===== config.mk =====
export PLATFORM = sky130hd
export DESIGN_NAME = snvs_lp_zmk_ctrl
export DESIGN_NICKNAME = d
export VERILOG_FILES = /design/src/rtl/snvs_lp_zmk_ctrl.sv
export SDC_FILE = /design/constraint.sdc
export NUM_CORES = 1
export LEC_CHECK = 0
export ABC_AREA = 1
export CAP_MARGIN = 25
export CORE_ASPECT_RATIO = 0.5
export CORE_UTILIZATION = 54
export CTS_BUF_LIST = sky130_fd_sc_hd__clkbuf_4 sky130_fd_sc_hd__clkbuf_8
export CTS_CLUSTER_DIAMETER = 100
export DETAILED_ROUTE_END_ITERATION = 6
export MAX_ROUTING_LAYER = met4
export PLACE_DENSITY = 0.83
export SETUP_SLACK_MARGIN = 0.5
export SYNTH_ARGS = -nofsm -noshare
export SYNTH_HDL_FRONTEND = slang
export SYNTH_SLANG_ARGS = --single-unit

===== constraint.sdc =====
create_clock -name ipg_clk -period 2.6 [get_ports ipg_clk]
set_input_delay 0.52 -clock ipg_clk [delete_from_list [all_inputs] [get_ports ipg_clk]]
set_output_delay 0.52 -clock ipg_clk [all_outputs]
set_load 0.005 [all_outputs]

===== src/rtl/snvs_lp_zmk_ctrl.sv =====
// -----------------------------------------------------------------------------
// snvs_lp_zmk_ctrl
//
// Zeroizable master key (ZMK) store for the SNVS LP domain. The key is held as
// NUM_WORDS words of DATA_WIDTH bits. Each word also has a stored parity bit.
// The key can be loaded in three ways: per-word software writes, a sequential
// hardware-programming (HWP) load with a valid/ready handshake, and a
// sequential hardware zeroize. A sticky write lock blocks software writes and
// entry into HWP loading.
//
// Ports
//   ipg_clk        system clock
//   zmk_reset_b    asynchronous active-low reset
//   zmk_zeroize    zeroize request (acted on in IDLE and mid-HWP load)
//   write_lpzmk    per-word software write strobes
//   lp_wdata       software write data
//   zmk_wlock      sets the sticky write lock
//   hwp_mode       hardware-programming mode select
//   hwp_valid      HWP word valid
//   hwp_data       HWP word data
//   hwp_ready      HWP word accept (high only while loading)
//   lpzmk_reg      key value, word i at [DATA_WIDTH*i +: DATA_WIDTH]
//   zmk_busy       FSM is not IDLE
//   zmk_zero_done  one-cycle pulse on the first IDLE cycle after zeroize
//   zmk_locked     sticky write lock status
//   zmk_valid      every word written since the last zeroize or reset
//   zmk_par_err    sticky parity mismatch flag
// -----------------------------------------------------------------------------
module snvs_lp_zmk_ctrl #(
  parameter int DATA_WIDTH = 32,
  parameter int NUM_WORDS  = 8,
  parameter int IDX_W      = 3
) (
  input  logic                            ipg_clk,
  input  logic                            zmk_reset_b,
  input  logic                            zmk_zeroize,
  input  logic [NUM_WORDS-1:0]            write_lpzmk,
  input  logic [DATA_WIDTH-1:0]           lp_wdata,
  input  logic                            zmk_wlock,
  input  logic                            hwp_mode,
  input  logic                            hwp_valid,
  input  logic [DATA_WIDTH-1:0]           hwp_data,
  output logic                            hwp_ready,
  output logic [NUM_WORDS*DATA_WIDTH-1:0] lpzmk_reg,
  output logic                            zmk_busy,
  output logic                            zmk_zero_done,
  output logic                            zmk_locked,
  output logic                            zmk_valid,
  output logic                            zmk_par_err
);

  localparam int               KEY_W    = NUM_WORDS * DATA_WIDTH;
  localparam logic [IDX_W-1:0] LAST_IDX = IDX_W'(NUM_WORDS - 1);

  typedef enum logic [1:0] {
    IDLE     = 2'd0,
    HWP_LOAD = 2'd1,
    ZEROIZE  = 2'd2
  } state_e;

  state_e                 state_q, state_d;
  logic [IDX_W-1:0]       idx_q, idx_d;
  logic [KEY_W-1:0]       key_q, key_d;
  logic [NUM_WORDS-1:0]   par_q, par_d;
  logic [NUM_WORDS-1:0]   written_q, written_d;
  logic                   locked_q, locked_d;
  logic                   par_err_q, par_err_d;
  logic                   zero_done_q, zero_done_d;
  logic [NUM_WORDS-1:0]   mismatch;

  // Word contents and stored parity always change on the same edge, so a
  // mismatch here can only come from corruption of the key storage.
  always_comb begin
    mismatch = '0;
    for (int i = 0; i < NUM_WORDS; i++) begin
      mismatch[i] = (^key_q[DATA_WIDTH*i +: DATA_WIDTH]) != par_q[i];
    end
  end

  always_comb begin
    // NOTE: every variable assigned in this block gets a default first, so no
    // path through the case statement can leave one unassigned and infer a latch.
    state_d     = state_q;
    idx_d       = idx_q;
    key_d       = key_q;
    par_d       = par_q;
    written_d   = written_q;
    zero_done_d = 1'b0;
    hwp_ready   = 1'b0;
    // A write in the same cycle as zmk_wlock still sees the old lock value.
    locked_d    = locked_q | zmk_wlock;
    par_err_d   = par_err_q | (|mismatch);

    unique case (state_q)
      IDLE: begin
        if (zmk_zeroize) begin
          state_d = ZEROIZE;
          idx_d   = '0;
        end else if (hwp_mode && !locked_q) begin
          state_d = HWP_LOAD;
          idx_d   = '0;
        end else if (!hwp_mode && !locked_q) begin
          for (int i = 0; i < NUM_WORDS; i++) begin
            if (write_lpzmk[i]) begin
              key_d[DATA_WIDTH*i +: DATA_WIDTH] = lp_wdata;
              par_d[i]     = ^lp_wdata;
              written_d[i] = 1'b1;
            end
          end
        end
      end

      HWP_LOAD: begin
        hwp_ready = 1'b1;
        // Abort discards the partial key; a word offered this cycle is dropped.
        if (zmk_zeroize || !hwp_mode) begin
          state_d = ZEROIZE;
          idx_d   = '0;
        end else if (hwp_valid) begin
          for (int i = 0; i < NUM_WORDS; i++) begin
            if (idx_q == IDX_W'(i)) begin
              key_d[DATA_WIDTH*i +: DATA_WIDTH] = hwp_data;
              par_d[i]     = ^hwp_data;
              written_d[i] = 1'b1;
            end
          end
          if (idx_q == LAST_IDX) begin
            state_d = IDLE;
            idx_d   = '0;
          end else begin
            idx_d = idx_q + 1'b1;
          end
        end
      end

      ZEROIZE: begin
        for (int i = 0; i < NUM_WORDS; i++) begin
          if (idx_q == IDX_W'(i)) begin
            key_d[DATA_WIDTH*i +: DATA_WIDTH] = '0;
            par_d[i]     = 1'b0;
            written_d[i] = 1'b0;
          end
        end
        // Exit on the last word so idx never runs past NUM_WORDS-1.
        if (idx_q == LAST_IDX) begin
          state_d     = IDLE;
          idx_d       = '0;
          zero_done_d = 1'b1;
        end else begin
          idx_d = idx_q + 1'b1;
        end
      end

      default: begin
        state_d = IDLE;
        idx_d   = '0;
      end
    endcase
  end

  always_ff @(posedge ipg_clk or negedge zmk_reset_b) begin
    if (!zmk_reset_b) begin
      state_q     <= IDLE;
      idx_q       <= '0;
      // NOTE: the key storage is reset along with the control state; a key
      // must never come up holding stale or random contents.
      key_q       <= '0;
      par_q       <= '0;
      written_q   <= '0;
      locked_q    <= 1'b0;
      par_err_q   <= 1'b0;
      zero_done_q <= 1'b0;
    end else begin
      // NOTE: sequential state uses non-blocking assignments so every register
      // samples the pre-edge values regardless of statement order.
      state_q     <= state_d;
      idx_q       <= idx_d;
      key_q       <= key_d;
      par_q       <= par_d;
      written_q   <= written_d;
      locked_q    <= locked_d;
      par_err_q   <= par_err_d;
      zero_done_q <= zero_done_d;
    end
  end

  assign lpzmk_reg     = key_q;
  assign zmk_busy      = (state_q != IDLE);
  assign zmk_zero_done = zero_done_q;
  assign zmk_locked    = locked_q;
  assign zmk_valid     = &written_q;
  assign zmk_par_err   = par_err_q;

endmodule


==> results.json <==
{
  "r2r-end": "lpzmk_reg[177]",
  "routed_wl_um": 54600,
  "start_util": 0.550,
  "outcome": "complete, no violations",
  "synthArstFlopShare": 1.00,
  "crit_path_end": "lpzmk_reg[177]",
  "synthToLayoutAreaGrowth_pct": 36.0,
  "portBuffers": 339,
  "regToRegSetupSlack_ps": 450,
  "fp.dieW_um": 251,
  "hpwl_um": 37700,
  "worstSetupPathType": "flop to flop",
  "core_area_sq_um": 30400,
  "setup_ws_ps": 447,
  "critPathArrivalTime_ps": 2570,
  "num_vias": 17287,
  "n_fill_cell": 2208,
  "drtAntennaViolNets": 0,
  "clk_pin_slew_ps": 70,
  "grt.total_usage": 0.325,
  "drive_gt1_frac": 0.0962,
  "cp-start-kind": "flop",
  "syn_nets": 2473,
  "seq_area_frac_synth": 0.419,
  "yosysTopAreaCell": "dfrtp_1",
  "synthFlopType": "dfrtp_1",
  "htreeDepth": 2,
  "fin_skew_ps": 24.2,
  "cts-buffers-inserted": 42,
  "irDropWorstVdd_mv": 0.698,
  "worst_slew_pin_slew_ps": 563,
  "drt-pass1-iter-count": 6,
  "final_nets": 2889,
  "final_util": 0.748,
  "rsz0062_at_grt": "true",
  "max_slew_margin": 0.625,
  "r2r_cells": 10,
  "synth_edf_count": 0,
  "cts.sinks": 280,
  "crit-reg2reg-launch": "state_q[0]",
  "clockBufferDepth": 3,
  "pre_cts_ws_ps": 104,
  "hold_violations": 0,
  "tns_ps": 0,
  "clock.fmax_ghz": 0.464,
  "overflow": 0,
  "ys_top_cells_by_count": "nand2_1, dfrtp_1, o21ai_0",
  "maxSlewViolCount": 0,
  "grt_first_pass_wirelength_um": 78600,
  "post-route-min-period_ps": 2150,
  "cp_max_fo": 68,
  "worstPathRequired_ps": 3010,
  "root_buffer": "clkbuf_8",
  "drc_errors": 0,
  "gp_congestion": 0.943,
  "synth.avg_cell_area_sq_um": 7.01,
  "ys_ff_latch": 280,
  "antenna_found_initial": 0,
  "avgViaCountPerCell": 5.36,
  "setup_viol": 0,
  "num_io_pins": 340,
  "fin_crit_sh": 0.828,
  "grt_pass1_vias": 15417,
  "die_height_um": 126,
  "synth_top_area_frac": 0.419,
  "clock_latency_ps": 580,
  "end_kind": "flop",
  "drt_iter0_drc": 1419,
  "row_count": 45,
  "hp-class": "flop to flop",
  "p_per_area_nw_per_um2": 1510,
  "cts_tree": "built",
  "die_area_sq_um": 31700,
  "synth_warnings": 0,
  "synth.distinct_cells": 27,
  "p_leak_nw": 11.6,
  "ys_top_cells_by_area": "dfrtp_1, nand2_1, o21ai_0",
  "grt_max_degree": 70,
  "synth.cell_area_sq_um": 16700,
  "synth.most_common_cell": "nand2_1",
  "netlist_instances": 2385,
  "largest_reg_flops": 256,
  "cp-startpoint": "state_q[0]",
  "wl_per_cell_um": 16.9,
  "antennaDiodeCount": 0,
  "max_cap_viol_count": 0
}
through the flow:
stage                     total power [mW]  hold WS (ps)  area, sq um  std cells
after floorplan                       20.0           224        16700       2385
after global placement                27.0           462        20800       3090
after detailed placement              27.8           471        20800       3090
after CTS                             31.8           487        21800       3174
after global routing                  36.9           524        22700       3225
final                                 34.2           499        22700       3225
cell families after synthesis:
family | synth area share
buffers and inverters | 0.0627
flip-flops | 0.419
XOR/XNOR | 0.111
AO/OA/AOI/OAI | 0.103
adder cells (fa/ha/maj) | 0.00749
AND/OR/NAND/NOR | 0.297
metal layers:
layer,GRT usage,wire (um)
met5,-,0
met4,0.117,1730
met3,0.0499,4420
met2,0.512,25900
met1,0.429,22600
where the power goes:
group / internal (mW) / total [mW] / switching (mW)
combinational: 9.31 / 22.2 / 12.9
sequential: 6.14 / 8.28 / 2.14
clock: 1.96 / 3.76 / 1.80
worst max-delay path, cell delays in order, from the launching register on:
cell and delay [ps]:
dfrtp_1 410, buf_6 130, ha_4 180, inv_4 60, o21ai_4 50, nor4_4 400, buf_6 220, nand2_2 90
buf_12 180, nand2_1 100, o21ai_0 80
worst min path at each step:
stage | startpoint | cells past startpoint | end | slack, ps
after global routing | zmk_wlock | 2 | zmk_locked | 520
after detailed placement | par_q[3] | 2 | par_q[3] | 470
after floorplan | zmk_reset_b | 0 | idx_q[0] | 220
after global placement | par_q[3] | 2 | par_q[3] | 460
final | par_q[3] | 2 | par_q[3] | 500
after CTS | par_q[3] | 2 | par_q[3] | 490
cell usage in the layout (no fill, tap or decap), types with 5 or more instances in the layout:
master	count
clkbuf_4	12
buf_12	20
buf_4	54
clkinvlp_4	25
inv_1	177
dfrtp_2	50
nand2_1	1201
xnor2_1	122
clkinv_2	5
ha_1	7
clkbuf_16	12
clkdlybuf4s50_1	307
nand4_1	5
nand3_1	49
a21oi_1	6
a22o_1	32
dlymetal6s2s_1	7
nand2_2	5
buf_6	8
dlygate4sd2_1	22
dfrtp_1	230
xor2_1	87
clkbuf_8	52
o21ai_1	43
o21ai_0	225
nor2_1	24
layout make-up:
cell class | instances | area (sq um) | share of cell area
Sequential cell | 280 | 7070 | 0.311
Timing Repair Buffer | 434 | 4590 | 0.202
Tap cell | 399 | 499 | 0.0220
Inverter | 208 | 878 | 0.0386
Clock inverter | 5 | 28.8 | 0.00127
Multi-Input combinational cell | 1835 | 8860 | 0.390
Clock buffer | 64 | 806 | 0.0354
repair_timing:
action | 4_1_cts | 5_1_grt
resized for setup | 46 | 148
setup buffers | 14 | 34
pin swaps | 0 | 5
endpoints found under the setup margin | 295 | 308
endpoints found under the hold margin | 63 | 0
hold buffers | 1 | 0
gates cloned | 0 | 17
Note: power is estimated with default switching activity, not from simulation.
